[src/rtl/gayle_xfer_ctrl_if.sv]
// Handshake and FIFO-control bundle of the Gayle IDE data-phase controller.
// The controller uses the slave view; the environment (CPU/host/FIFO side) uses master.
interface gayle_xfer_ctrl_if;
    logic       cmd_start;
    logic       cmd_dir;
    logic [7:0] cmd_count;
    logic       cmd_abort;
    logic       cpu_data_rd;
    logic       cpu_data_wr;
    logic       hst_wr;
    logic       hst_rd;
    logic       fifo_full;
    logic       fifo_empty;
    logic       fifo_last;
    logic       fifo_rd;
    logic       fifo_wr;
    logic       fifo_reset;
    logic       bsy;
    logic       drq;
    logic       irq;
    logic       hst_req;
    logic       done;
    logic       err;
    logic [8:0] sectors_left;

    modport slave (
        input  cmd_start, cmd_dir, cmd_count, cmd_abort,
        input  cpu_data_rd, cpu_data_wr, hst_wr, hst_rd,
        input  fifo_full, fifo_empty, fifo_last,
        output fifo_rd, fifo_wr, fifo_reset,
        output bsy, drq, irq, hst_req, done, err, sectors_left
    );

    modport master (
        output cmd_start, cmd_dir, cmd_count, cmd_abort,
        output cpu_data_rd, cpu_data_wr, hst_wr, hst_rd,
        output fifo_full, fifo_empty, fifo_last,
        input  fifo_rd, fifo_wr, fifo_reset,
        input  bsy, drq, irq, hst_req, done, err, sectors_left
    );
endinterface

[src/rtl/gayle_xfer_ctrl.sv]
// ATA PIO data-phase sequencer: moves multi-sector READ/WRITE data through the
// sector FIFO between host and CPU, and drives BSY/DRQ/IRQ and the FIFO strobes.
module gayle_xfer_ctrl (
    input  logic              clk,
    input  logic              clk7_en,
    input  logic              reset,
    gayle_xfer_ctrl_if.slave  bus
);

    typedef enum logic [1:0] {
        ST_IDLE  = 2'd0,
        ST_FLUSH = 2'd1,
        ST_HOST  = 2'd2,
        ST_CPU   = 2'd3
    } state_t;

    // A sector count of zero encodes the full 256-sector transfer.
    function automatic logic [8:0] count_to_sectors(input logic [7:0] cnt);
        count_to_sectors = (cnt == 8'd0) ? 9'd256 : {1'b0, cnt};
    endfunction

    state_t     state_r;
    logic       dir_r;
    logic [7:0] wcnt_r;
    logic [8:0] sectors_left_r;
    logic       bsy_r;
    logic       drq_r;
    logic       irq_r;
    logic       hst_req_r;
    logic       done_r;
    logic       err_r;
    logic       fifo_reset_r;

    logic       active_s;
    logic       fifo_rd_s;
    logic       fifo_wr_s;
    logic       last_rd_s;
    logic       proto_err_s;

    // Strobe qualification and protocol-error detection for the current cycle.
    always_comb begin
        active_s    = (state_r != ST_IDLE);
        fifo_rd_s   = ((state_r == ST_CPU) && !dir_r && drq_r &&
                       bus.cpu_data_rd && !bus.fifo_empty) ||
                      ((state_r == ST_HOST) && dir_r &&
                       bus.hst_rd && !bus.fifo_empty);
        // Host writes stay accepted in CPU phase so later sectors can prefetch.
        fifo_wr_s   = (!dir_r && ((state_r == ST_HOST) || (state_r == ST_CPU)) &&
                       bus.hst_wr) ||
                      (dir_r && (state_r == ST_CPU) && drq_r && bus.cpu_data_wr);
        last_rd_s   = fifo_rd_s && bus.fifo_last;
        proto_err_s = ((bus.cpu_data_rd || bus.cpu_data_wr) && !drq_r) ||
                      (bus.cpu_data_rd && bus.fifo_empty) ||
                      (bus.hst_wr && active_s && dir_r) ||
                      (bus.hst_rd && active_s && !dir_r) ||
                      (bus.cmd_start && active_s);
    end

    assign bus.fifo_rd      = clk7_en & fifo_rd_s;
    assign bus.fifo_wr      = clk7_en & fifo_wr_s;
    assign bus.fifo_reset   = fifo_reset_r;
    assign bus.bsy          = bsy_r;
    assign bus.drq          = drq_r;
    assign bus.irq          = irq_r;
    assign bus.hst_req      = hst_req_r;
    assign bus.done         = done_r;
    assign bus.err          = err_r;
    assign bus.sectors_left = sectors_left_r;

    // Transfer state machine with all status outputs registered.
    always_ff @(posedge clk) begin
        if (clk7_en) begin
            if (reset) begin
                state_r        <= ST_IDLE;
                dir_r          <= 1'b0;
                wcnt_r         <= 8'd0;
                sectors_left_r <= 9'd0;
                bsy_r          <= 1'b0;
                drq_r          <= 1'b0;
                irq_r          <= 1'b0;
                hst_req_r      <= 1'b0;
                done_r         <= 1'b0;
                err_r          <= 1'b0;
                fifo_reset_r   <= 1'b0;
            end else begin
                irq_r        <= 1'b0;
                done_r       <= 1'b0;
                fifo_reset_r <= 1'b0;
                if (proto_err_s) begin
                    err_r <= 1'b1;
                end
                // Abort outranks a simultaneous start and any sector completion.
                if (bus.cmd_abort) begin
                    state_r        <= ST_IDLE;
                    fifo_reset_r   <= 1'b1;
                    sectors_left_r <= 9'd0;
                    bsy_r          <= 1'b0;
                    drq_r          <= 1'b0;
                    hst_req_r      <= 1'b0;
                end else begin
                    case (state_r)
                        ST_IDLE: begin
                            if (bus.cmd_start) begin
                                sectors_left_r <= count_to_sectors(bus.cmd_count);
                                dir_r          <= bus.cmd_dir;
                                wcnt_r         <= 8'd0;
                                err_r          <= proto_err_s;
                                state_r        <= ST_FLUSH;
                                fifo_reset_r   <= 1'b1;
                                bsy_r          <= 1'b1;
                            end
                        end
                        ST_FLUSH: begin
                            if (dir_r) begin
                                state_r   <= ST_CPU;
                                bsy_r     <= 1'b0;
                                drq_r     <= 1'b1;
                                hst_req_r <= 1'b0;
                            end else begin
                                state_r   <= ST_HOST;
                                bsy_r     <= 1'b1;
                                drq_r     <= 1'b0;
                                hst_req_r <= 1'b1;
                            end
                        end
                        ST_HOST: begin
                            if (!dir_r) begin
                                if (bus.fifo_full) begin
                                    state_r   <= ST_CPU;
                                    irq_r     <= 1'b1;
                                    bsy_r     <= 1'b0;
                                    drq_r     <= 1'b1;
                                    hst_req_r <= (sectors_left_r > 9'd1);
                                end
                            end else if (last_rd_s) begin
                                irq_r <= 1'b1;
                                bsy_r <= 1'b0;
                                if (sectors_left_r <= 9'd1) begin
                                    state_r        <= ST_IDLE;
                                    done_r         <= 1'b1;
                                    sectors_left_r <= 9'd0;
                                    drq_r          <= 1'b0;
                                    hst_req_r      <= 1'b0;
                                end else begin
                                    state_r        <= ST_CPU;
                                    sectors_left_r <= sectors_left_r - 9'd1;
                                    drq_r          <= 1'b1;
                                    hst_req_r      <= 1'b0;
                                end
                            end
                        end
                        ST_CPU: begin
                            if (!dir_r) begin
                                if (last_rd_s) begin
                                    drq_r <= 1'b0;
                                    if (sectors_left_r <= 9'd1) begin
                                        state_r        <= ST_IDLE;
                                        done_r         <= 1'b1;
                                        sectors_left_r <= 9'd0;
                                        hst_req_r      <= 1'b0;
                                    end else begin
                                        state_r        <= ST_HOST;
                                        sectors_left_r <= sectors_left_r - 9'd1;
                                        bsy_r          <= 1'b1;
                                        hst_req_r      <= 1'b1;
                                    end
                                end
                            end else if (fifo_wr_s) begin
                                wcnt_r <= wcnt_r + 8'd1;
                                // The 256th word of a sector hands it to the host.
                                if (wcnt_r == 8'd255) begin
                                    state_r   <= ST_HOST;
                                    bsy_r     <= 1'b1;
                                    drq_r     <= 1'b0;
                                    hst_req_r <= 1'b1;
                                end
                            end
                        end
                        default: begin
                            state_r   <= ST_IDLE;
                            bsy_r     <= 1'b0;
                            drq_r     <= 1'b0;
                            hst_req_r <= 1'b0;
                        end
                    endcase
                end
            end
        end
    end

endmodule

[src/flat_wrapper.sv]
// flat-port wrapper written by rule: the top's interface ports become plain ports
module gayle_xfer_ctrl_flat 
  (clk, clk7_en, reset, bus_cmd_start, bus_cmd_dir, bus_cmd_count, bus_cmd_abort, bus_cpu_data_rd, bus_cpu_data_wr, bus_hst_wr, bus_hst_rd, bus_fifo_full, bus_fifo_empty, bus_fifo_last, bus_fifo_rd, bus_fifo_wr, bus_fifo_reset, bus_bsy, bus_drq, bus_irq, bus_hst_req, bus_done, bus_err, bus_sectors_left);
  gayle_xfer_ctrl_if bus_i ();
  input  logic clk;
  input  logic clk7_en;
  input  logic reset;
  input wire logic [$bits(bus_i.cmd_start)-1:0] bus_cmd_start;
  input wire logic [$bits(bus_i.cmd_dir)-1:0] bus_cmd_dir;
  input wire logic [$bits(bus_i.cmd_count)-1:0] bus_cmd_count;
  input wire logic [$bits(bus_i.cmd_abort)-1:0] bus_cmd_abort;
  input wire logic [$bits(bus_i.cpu_data_rd)-1:0] bus_cpu_data_rd;
  input wire logic [$bits(bus_i.cpu_data_wr)-1:0] bus_cpu_data_wr;
  input wire logic [$bits(bus_i.hst_wr)-1:0] bus_hst_wr;
  input wire logic [$bits(bus_i.hst_rd)-1:0] bus_hst_rd;
  input wire logic [$bits(bus_i.fifo_full)-1:0] bus_fifo_full;
  input wire logic [$bits(bus_i.fifo_empty)-1:0] bus_fifo_empty;
  input wire logic [$bits(bus_i.fifo_last)-1:0] bus_fifo_last;
  output wire logic [$bits(bus_i.fifo_rd)-1:0] bus_fifo_rd;
  output wire logic [$bits(bus_i.fifo_wr)-1:0] bus_fifo_wr;
  output wire logic [$bits(bus_i.fifo_reset)-1:0] bus_fifo_reset;
  output wire logic [$bits(bus_i.bsy)-1:0] bus_bsy;
  output wire logic [$bits(bus_i.drq)-1:0] bus_drq;
  output wire logic [$bits(bus_i.irq)-1:0] bus_irq;
  output wire logic [$bits(bus_i.hst_req)-1:0] bus_hst_req;
  output wire logic [$bits(bus_i.done)-1:0] bus_done;
  output wire logic [$bits(bus_i.err)-1:0] bus_err;
  output wire logic [$bits(bus_i.sectors_left)-1:0] bus_sectors_left;
  assign bus_i.cmd_start = bus_cmd_start;
  assign bus_i.cmd_dir = bus_cmd_dir;
  assign bus_i.cmd_count = bus_cmd_count;
  assign bus_i.cmd_abort = bus_cmd_abort;
  assign bus_i.cpu_data_rd = bus_cpu_data_rd;
  assign bus_i.cpu_data_wr = bus_cpu_data_wr;
  assign bus_i.hst_wr = bus_hst_wr;
  assign bus_i.hst_rd = bus_hst_rd;
  assign bus_i.fifo_full = bus_fifo_full;
  assign bus_i.fifo_empty = bus_fifo_empty;
  assign bus_i.fifo_last = bus_fifo_last;
  assign bus_fifo_rd = bus_i.fifo_rd;
  assign bus_fifo_wr = bus_i.fifo_wr;
  assign bus_fifo_reset = bus_i.fifo_reset;
  assign bus_bsy = bus_i.bsy;
  assign bus_drq = bus_i.drq;
  assign bus_irq = bus_i.irq;
  assign bus_hst_req = bus_i.hst_req;
  assign bus_done = bus_i.done;
  assign bus_err = bus_i.err;
  assign bus_sectors_left = bus_i.sectors_left;
  gayle_xfer_ctrl u_core (.clk(clk), .clk7_en(clk7_en), .reset(reset), .bus(bus_i));
endmodule
[config.mk]
export PLATFORM = sky130hd
export DESIGN_NAME = gayle_xfer_ctrl_flat
export DESIGN_NICKNAME = d
export VERILOG_FILES = /design/src/rtl/gayle_xfer_ctrl_if.sv /design/src/rtl/gayle_xfer_ctrl.sv /design/src/flat_wrapper.sv
export SDC_FILE = /design/constraint.sdc
export NUM_CORES = 1
export LEC_CHECK = 0
export BUFFER_PORTS_ARGS = -buffer_cell sky130_fd_sc_hd__buf_2
export CORE_ASPECT_RATIO = 0.9
export CORE_UTILIZATION = 55
export DETAILED_ROUTE_END_ITERATION = 8
export PLACE_DENSITY = 0.81
export SETUP_SLACK_MARGIN = 0.2
export SLEW_MARGIN = 40
export SYNTH_ARGS = -nofsm -noshare
export SYNTH_HDL_FRONTEND = slang
export SYNTH_SLANG_ARGS = --single-unit
export TNS_END_PERCENT = 1
[constraint.sdc]
create_clock -name clk -period 5.44 [get_ports clk]
set_input_delay 0.816 -clock clk [delete_from_list [all_inputs] [get_ports clk]]
set_output_delay 0.816 -clock clk [all_outputs]
set_load 0.03 [all_outputs]
==> reports/qor.yml, run 1 <==
global_routing:
  grt_first_pass_wirelength_um: 7000
  vias_in_the_first_global_route: 1520
  global_route.usage.total: 0.254
  grt_antenna_before_repair: 0
  globalRoute.busiestLayer: "met2"
  largest_net_degree_at_the_start_of_global_routing: 17
  global_routing_usage_on_met1: 0.339
  global_route.usage.met3: 0.0549
  grt.met2_usage: 0.410
  overflow: 0
timing:
  tightestPinTransition_ns: 0.621
  clock.fmax_mhz: 346
  fin_crit_sh: 0.531
  timing.final.setup_violations: 0
  post-route-min-period_ns: 2.89
  rsz_0062_raised_after_global_routing: "no"
  fin_skew_ns: 0.00301
  timing.slew.headroom: 0.582
  timing.setup.tns_ns: 0
  slew_violations: 0
  report.final.hold_viol_count: 0
power:
  clkPwrFrac: 0.248
  p_leak_nw: 0.801
  p_sw_uw: 147
  power.ir.vdd_worst_uv: 197
  total_power_uw: 481
  cellPowerDensity_nw_per_um2: 227
  share_comb_of_total_power: 0.216
  power.internal_uw: 334
  p_sw_frac: 0.305
  power_frac_seq: 0.536
cts:
  max-clock-path-buffers: 2
  hold_fix_buffer_count_after_cts: 0
  clk-insertion-delay-late_ns: 0.28
  cts_tree: "done"
  post_cts_resized: 0
  cts_root_buffer: "sky130_fd_sc_hd__clkbuf_8"
  cts_made_buffers: 3
  clk_pin_slew_worst_paths_ns: 0.10
  cts_max_level: 1
  cts_sinks: 27
  cts_post_setup_buffers_inserted: 0
setup_path:
  critPathBufInv: 2
  worstPathMaxFanout: 12
  critical_path.reg2reg.startpoint: "u_core.state_r[0]"
  timing.critical_path.max_delay_family: "flip-flops"
  critPathLaunchType: "flip-flop"
  ff2ff_setup_slack_ns: 2.84
  timing.rr.end: "u_core.bus.drq"
  timing.critical_path.required_ns: 4.62
  critPathMaxStageDelay_ns: 0.44
  r2r.worst_path.cells: 6
  path_class: "flip-flop to primary output"
  slowest_stage: "sky130_fd_sc_hd__edfxtp_1"
  timing.critical_path.arrival_ns: 2.07
  path_cells: "inv_1 -> ha_1 -> nand3_1 -> a21oi_1 -> buf_2"
  end_kind: "primary output"
final_layout:
  most-common-layout-cells: "sky130_fd_sc_hd__buf_2, sky130_fd_sc_hd__edfxtp_1, sky130_fd_sc_hd__nand2_1, sky130_fd_sc_hd__nor2_1, sky130_fd_sc_hd__a21oi_1"
  multi_input_area_um2: 967
  fillerInstances: 259
  finalNetCount: 253
  post_route_cells_drive_above_1_share: 0.250
  layout.cells.most_common: "sky130_fd_sc_hd__buf_2"
  inserted_diodes: 0
  area.sequential_um2: 811
  area.growth.synth_to_final_pct: 15.3
synthesis:
  yosys_warnings: 0
  synthFlopType: "sky130_fd_sc_hd__edfxtp_1"
  ys_seq_area_frac: 0.442
  async_flop_share: 0
  synth_cell_types: 47
  synth-edff-count: 27
  syn_inst: 187
  synth_seq_cells: 27
  postSynthAreaPerCell_um2: 9.81
  netlist_area_um2: 1830
  synthesis.nets: 215
place:
  detailed_place_hpwl_um: 3210
  gpl.final_weighted_congestion: 0.920
  port_bufs: 38
routing:
  routed_wl_um: 4210
  wl_per_cell_um: 15.8
  via_count: 1631
  drt_pre_antenna_iters: 5
  drc: 0
  ant_nets: 0
  detailedRoute.firstIterationViolations: 148
  routed_via_density: 6.13
floorplanning:
  num_ports: 39
  die-area_um2: 3570
  coreArea_um2: 3110
  dieWidth_um: 62.9
  die-height_um: 56.8
  initial_core_util: 0.589
  num_rows: 19
flow_run:
  cap_viol_max_count: 0
worst_hold_path:
  min_path_type: "flip-flop to flip-flop"
  worstHoldStart: "u_core.wcnt_r[0]"
  holdPathEnd: "u_core.wcnt_r[0]"
  hold_depth: 1
run_status:
  outcome: "complete, no violations"
Yosys cell counts (2+ instances only):
cell / number / area (um^2)
sky130_fd_sc_hd__edfxtp_1: 27 / 811
sky130_fd_sc_hd__nand2_1: 16 / 60.1
sky130_fd_sc_hd__nor2_1: 14 / 52.6
sky130_fd_sc_hd__a21oi_1: 13 / 65.1
sky130_fd_sc_hd__inv_1: 10 / 37.5
sky130_fd_sc_hd__o21ai_0: 10 / 50.1
sky130_fd_sc_hd__xnor2_1: 9 / 78.8
sky130_fd_sc_hd__ha_1: 7 / 87.6
sky130_fd_sc_hd__nor3_1: 7 / 35.0
sky130_fd_sc_hd__nand2b_1: 6 / 37.5
sky130_fd_sc_hd__o21ai_1: 5 / 25.0
sky130_fd_sc_hd__a2111oi_0: 4 / 35.0
sky130_fd_sc_hd__a211oi_1: 4 / 30.0
sky130_fd_sc_hd__or2_2: 4 / 25.0
sky130_fd_sc_hd__clkbuf_1: 3 / 11.3
sky130_fd_sc_hd__nand3_1: 3 / 15.0
sky130_fd_sc_hd__or3_1: 3 / 18.8
sky130_fd_sc_hd__a21boi_0: 2 / 15.0
sky130_fd_sc_hd__a21o_1: 2 / 15.0
sky130_fd_sc_hd__and3_1: 2 / 12.5
sky130_fd_sc_hd__buf_2: 2 / 10.0
sky130_fd_sc_hd__mux2i_1: 2 / 20.0
sky130_fd_sc_hd__nand3b_1: 2 / 15.0
sky130_fd_sc_hd__nand4_1: 2 / 12.5
sky130_fd_sc_hd__nor2b_1: 2 / 12.5
sky130_fd_sc_hd__nor4_1: 2 / 12.5
sky130_fd_sc_hd__o2111ai_1: 2 / 17.5
sky130_fd_sc_hd__o21a_1: 2 / 15.0
sky130_fd_sc_hd__o31ai_1: 2 / 15.0
worst reg2reg max path: stages (launching register included):
cell	delay [ns]
sky130_fd_sc_hd__edfxtp_1	0.44
sky130_fd_sc_hd__inv_1	0.13
sky130_fd_sc_hd__ha_1	0.41
sky130_fd_sc_hd__nand3_1	0.32
sky130_fd_sc_hd__a21oi_1	0.40
sky130_fd_sc_hd__o21ai_0	0.24
sky130_fd_sc_hd__nor3_1	0.35
logic make-up (layout without fill, tap and decap cells):
logic type,after synthesis,after routing,share of synthesized area
adders and majority gates,7,7,0.0477
DFF,27,27,0.442
AOI/OAI and AO/OA,56,56,0.218
buffers and inverters,16,53,0.0341
xor gates and xnor gates,10,10,0.0478
muxes,3,3,0.0171
and+or+nand+nor,68,68,0.194
flip-flops by register name, summed over array words and instances (netlist names):
signal                   cells
u_core.bus.fifo_reset        1
u_core.state_r               2
u_core.bus.done              1
u_core.bus.sectors_left      9
u_core.bus.drq               1
u_core.bus.irq               1
u_core.bus.err               1
u_core.dir_r                 1
u_core.wcnt_r                8
u_core.bus.hst_req           1
u_core.bus.bsy               1
worst max-delay path by stage:
| stage | start | to | slack [ns] | cells after the start |
|---|---|---|---|---|
| floorplan | bus_hst_rd | bus_fifo_rd | 3.07 | 2 |
| global placement | bus_cmd_abort | u_core.bus.sectors_left[7] | 2.95 | 5 |
| detailed placement | u_core.state_r[0] | bus_fifo_rd | 2.90 | 5 |
| CTS | u_core.state_r[0] | bus_fifo_rd | 2.58 | 5 |
| global route | u_core.state_r[0] | bus_fifo_rd | 2.44 | 5 |
| finish | u_core.state_r[0] | bus_fifo_rd | 2.55 | 5 |
power groups by stage:
| stage | clock, mW | combinational (mW) | sequential (mW) |
|---|---|---|---|
| 2_1_floorplan | 0 | 0.0544 | 0.276 |
| 3_3_place_gp | 0 | 0.0998 | 0.261 |
| 3_5_place_dp | 0 | 0.102 | 0.262 |
| 4_1_cts | 0.121 | 0.103 | 0.258 |
| 5_1_grt | 0.128 | 0.113 | 0.260 |
| 6_report | 0.120 | 0.104 | 0.258 |
per-layer routing:
metal,vias to the layer above,share of wire
met1,783,0.44
met4,0,0.0074
li1,777,-
met2,67,0.48
met3,4,0.067
met5,-,0
per-stage QoR:
step	worst slack [ns]	util	cells	cell area (um^2)	hold WS, ns
4_1_cts	2.58	0.679	266	2110	0.610
6_report	2.55	0.679	266	2110	0.610
3_5_place_dp	2.90	0.663	262	2070	0.598
3_3_place_gp	2.95	0.661	262	2060	0.586
5_1_grt	2.44	0.679	266	2110	0.642
2_1_floorplan	3.07	-	187	1830	0.561
layout make-up:
type                       instances  area share
tap                               42      0.0249
multi-input combinational        144       0.457
timing repair buffer              39      0.0935
inverter                          10      0.0178
sequential                        27       0.383
clock buffer                       3      0.0195
clock inverter                     1     0.00355
No activity file was read; power rests on OpenSTA's default activity.
==> run 2, diff against run 1 <==
Settings changed: CORE_UTILIZATION 55 to 49, PLACE_DENSITY 0.81 to 0.77.
Clock period 5.44 ns to 2.6 ns, I/O delays scaled along.
==> run 2 against run 1 <==
Net effect:
- critical path depth is 2 higher
- non-clock buffer count is 6 higher
- first-iteration DRC count is 2.0% lower
- routed wire length is 0.90% higher
- sequential share of layout area is 0.71 points lower
- combinational power is 120% higher
- total power is 110% higher
- setup slack worse by 2.2 ns
- utilization is 6.0 points lower
==> reports/qor.yml, run 2 (synthesis gave the netlist of run 1 again) <==
final_layout:
  layout.cells.most_common: "sky130_fd_sc_hd__buf_2"
  inserted_diodes: 0  # unchanged
  most-common-layout-cells: "sky130_fd_sc_hd__buf_2, sky130_fd_sc_hd__edfxtp_1, sky130_fd_sc_hd__nand2_1, sky130_fd_sc_hd__nor2_1, sky130_fd_sc_hd__a21oi_1"
  area.growth.synth_to_final_pct: 17.5
  largest_register_ffs: 9  # unchanged
  post_route_cells_drive_above_1_share: 0.265  # +0.0152
  finalNetCount: 259  # +2.4%
routing:
  routed_via_density: 5.92  # -3.4%
  detailedRoute.firstIterationViolations: 145  # -2.0%
  wl_per_cell_um: 15.5  # -2.0%
  drt_pre_antenna_iters: 4  # -1
  ant_nets: 0  # unchanged
  drc: 0  # unchanged
  routed_wl_um: 4250  # +0.90%
  via_count: 1623  # -0.49%
timing:
  post-route-min-period_ns: 2.26
  timing.setup.tns_ns: 0  # unchanged
  fin_crit_sh: 0.870
  slew_violations: 0  # unchanged
  clock.fmax_mhz: 442
  timing.slew.headroom: 0.664  # +0.0815
  fin_skew_ns: 0.00292  # -0.0000845 ns
  tightestPinTransition_ns: 0.492  # -0.130 ns
  timing.final.setup_violations: 0  # unchanged
  rsz_0062_raised_after_global_routing: "no"
  final.hold.worst_slack_ns: 0.417  # -0.193 ns
  report.final.hold_viol_count: 0  # unchanged
cts:
  cts_max_level: 1  # unchanged
  clk-insertion-delay-late_ns: 0.27  # about the same
  clk_pin_slew_worst_paths_ns: 0.09  # about the same
  cts_tree: "done"
  cts_root_buffer: "sky130_fd_sc_hd__clkbuf_8"
  cts_made_buffers: 3  # unchanged
  max-clock-path-buffers: 2  # unchanged
  cts_sinks: 27  # unchanged
global_routing:
  grt_antenna_before_repair: 0  # unchanged
  grt_first_pass_wirelength_um: 6910  # -1.3%
  largest_net_degree_at_the_start_of_global_routing: 15  # -2
  global_route.usage.total: 0.232  # -0.0214
  vias_in_the_first_global_route: 1437  # -5.5%
  overflow: 0  # unchanged
power:
  clkPwrFrac: 0.240  # -0.008
  p_sw_frac: 0.299  # -0.00678
  power_frac_seq: 0.534  # -0.002
  share_comb_of_total_power: 0.226  # +0.010
  p_leak_nw: 0.829  # +3.6%
  power.internal_uw: 705  # +110%
  cellPowerDensity_nw_per_um2: 467  # +110%
  power.ir.vdd_worst_uv: 376  # +91%
  total_power_mw: 1.01  # +110%
  p_sw_uw: 300  # +100%
setup_path:
  timing.critical_path.required_ns: 2.21  # -2.41 ns
  critPathLaunchType: "flip-flop"
  ff2ff_setup_slack_ns: 0.37  # -2.47 ns
  worstPathMaxFanout: 11  # -1
  timing.critical_path.arrival_ns: 1.87  # -0.20 ns
  end_kind: "primary output"
  r2r.worst_path.cells: 4  # -2
  critical_path.reg2reg.startpoint: "u_core.bus.sectors_left[3]"
  timing.rr.end: "u_core.bus.sectors_left[8]"
  path_class: "flip-flop to primary output"
floorplanning:
  initial_core_util: 0.527  # -0.0617
  die-height_um: 60.0  # +5.7%
  coreArea_um2: 3480  # +12%
  die-area_um2: 3990  # +12%
  num_rows: 20  # +1
  dieWidth_um: 66.5  # +5.7%
  num_ports: 39  # unchanged
worst_hold_path:
  holdPathEnd: "u_core.bus.sectors_left[3]"
  worstHoldStart: "bus_cmd_count[3]"
  min_path_type: "input pin to flip-flop"
  hold_depth: 3  # +2
place:
  gpl.final_weighted_congestion: 0.929  # +0.96%
  port_bufs: 38  # unchanged
  detailed_place_hpwl_um: 3190  # -0.48%
flow_run:
  cap_viol_max_count: 0  # unchanged
run_status:
  outcome: "complete, no violations"
[run 2: cell count changes in the layout (fill, tap and decap cells not counted), sizes merged]
cell	delta
buf	+6
clkinvlp	-1
clkbuf	+1
[run 2: metrics by stage]
step	util	std cells	area [um^2]	setup WS (ns)
final	0.619	274	2150	0.338
after global routing	0.619	274	2150	0.220
after floorplan	-	187	1830	0.352
after detailed placement	0.606	270	2110	0.379
after CTS	0.619	274	2150	0.354
after global placement	0.606	270	2110	0.433
[run 2: timing repair]
action | 4_1_cts | 5_1_grt
hold buffers | 0 | 0
resized for setup | 0 | 1
setup buffers | 0 | 0
endpoints found under the setup margin | 0 | 4
[run 2: how the worst max path moves through the flow]
| stage | slack (ns) | startpoint | cells past startpoint | to |
|---|---|---|---|---|
| final | 0.34 | u_core.state_r[0] | 7 | bus_fifo_wr |
| after detailed placement | 0.38 | u_core.state_r[1] | 5 | u_core.state_r[0] |
| after CTS | 0.35 | u_core.state_r[0] | 7 | bus_fifo_wr |
| after global routing | 0.22 | u_core.state_r[0] | 7 | bus_fifo_wr |
| after floorplan | 0.35 | u_core.bus.sectors_left[5] | 4 | u_core.bus.sectors_left[8] |
| after global placement | 0.43 | u_core.bus.sectors_left[3] | 4 | u_core.bus.sectors_left[8] |
[run 2: power groups by stage]
stage          Clock [mW]  Sequential, mW  Combinational [mW]
4_1_cts             0.245           0.537               0.225
3_5_place_dp            0           0.547               0.223
5_1_grt             0.258           0.541               0.250
2_1_floorplan           0           0.577               0.114
3_3_place_gp            0           0.545               0.221
6_report            0.242           0.537               0.227
[run 2: metal layers]
metal	up-vias	track usage	share of wire
li1	787	-	-
met3	4	0.0420	0.054
met5	-	0	0
met2	54	0.353	0.44
met4	0	0.0456	0.0085
met1	778	0.347	0.49
[run 2: final cells by class]
type | count | area [um^2]
Fill cell | 289 | 1320
Multi-Input combinational cell | 144 | 963
Sequential cell | 27 | 811
Timing Repair Buffer | 45 | 243
Tap cell | 44 | 55.1
Clock buffer | 4 | 45.0
Inverter | 10 | 37.5
[run 2: critical path, cell delays in order (launching register included)]
cell and delay (ns):
sky130_fd_sc_hd__edfxtp_1 0.43, sky130_fd_sc_hd__inv_1 0.13, sky130_fd_sc_hd__ha_1 0.19, sky130_fd_sc_hd__buf_4 0.18, sky130_fd_sc_hd__o21ai_0 0.09, sky130_fd_sc_hd__o21ai_0 0.23
sky130_fd_sc_hd__and2_1 0.16, sky130_fd_sc_hd__buf_2 0.19
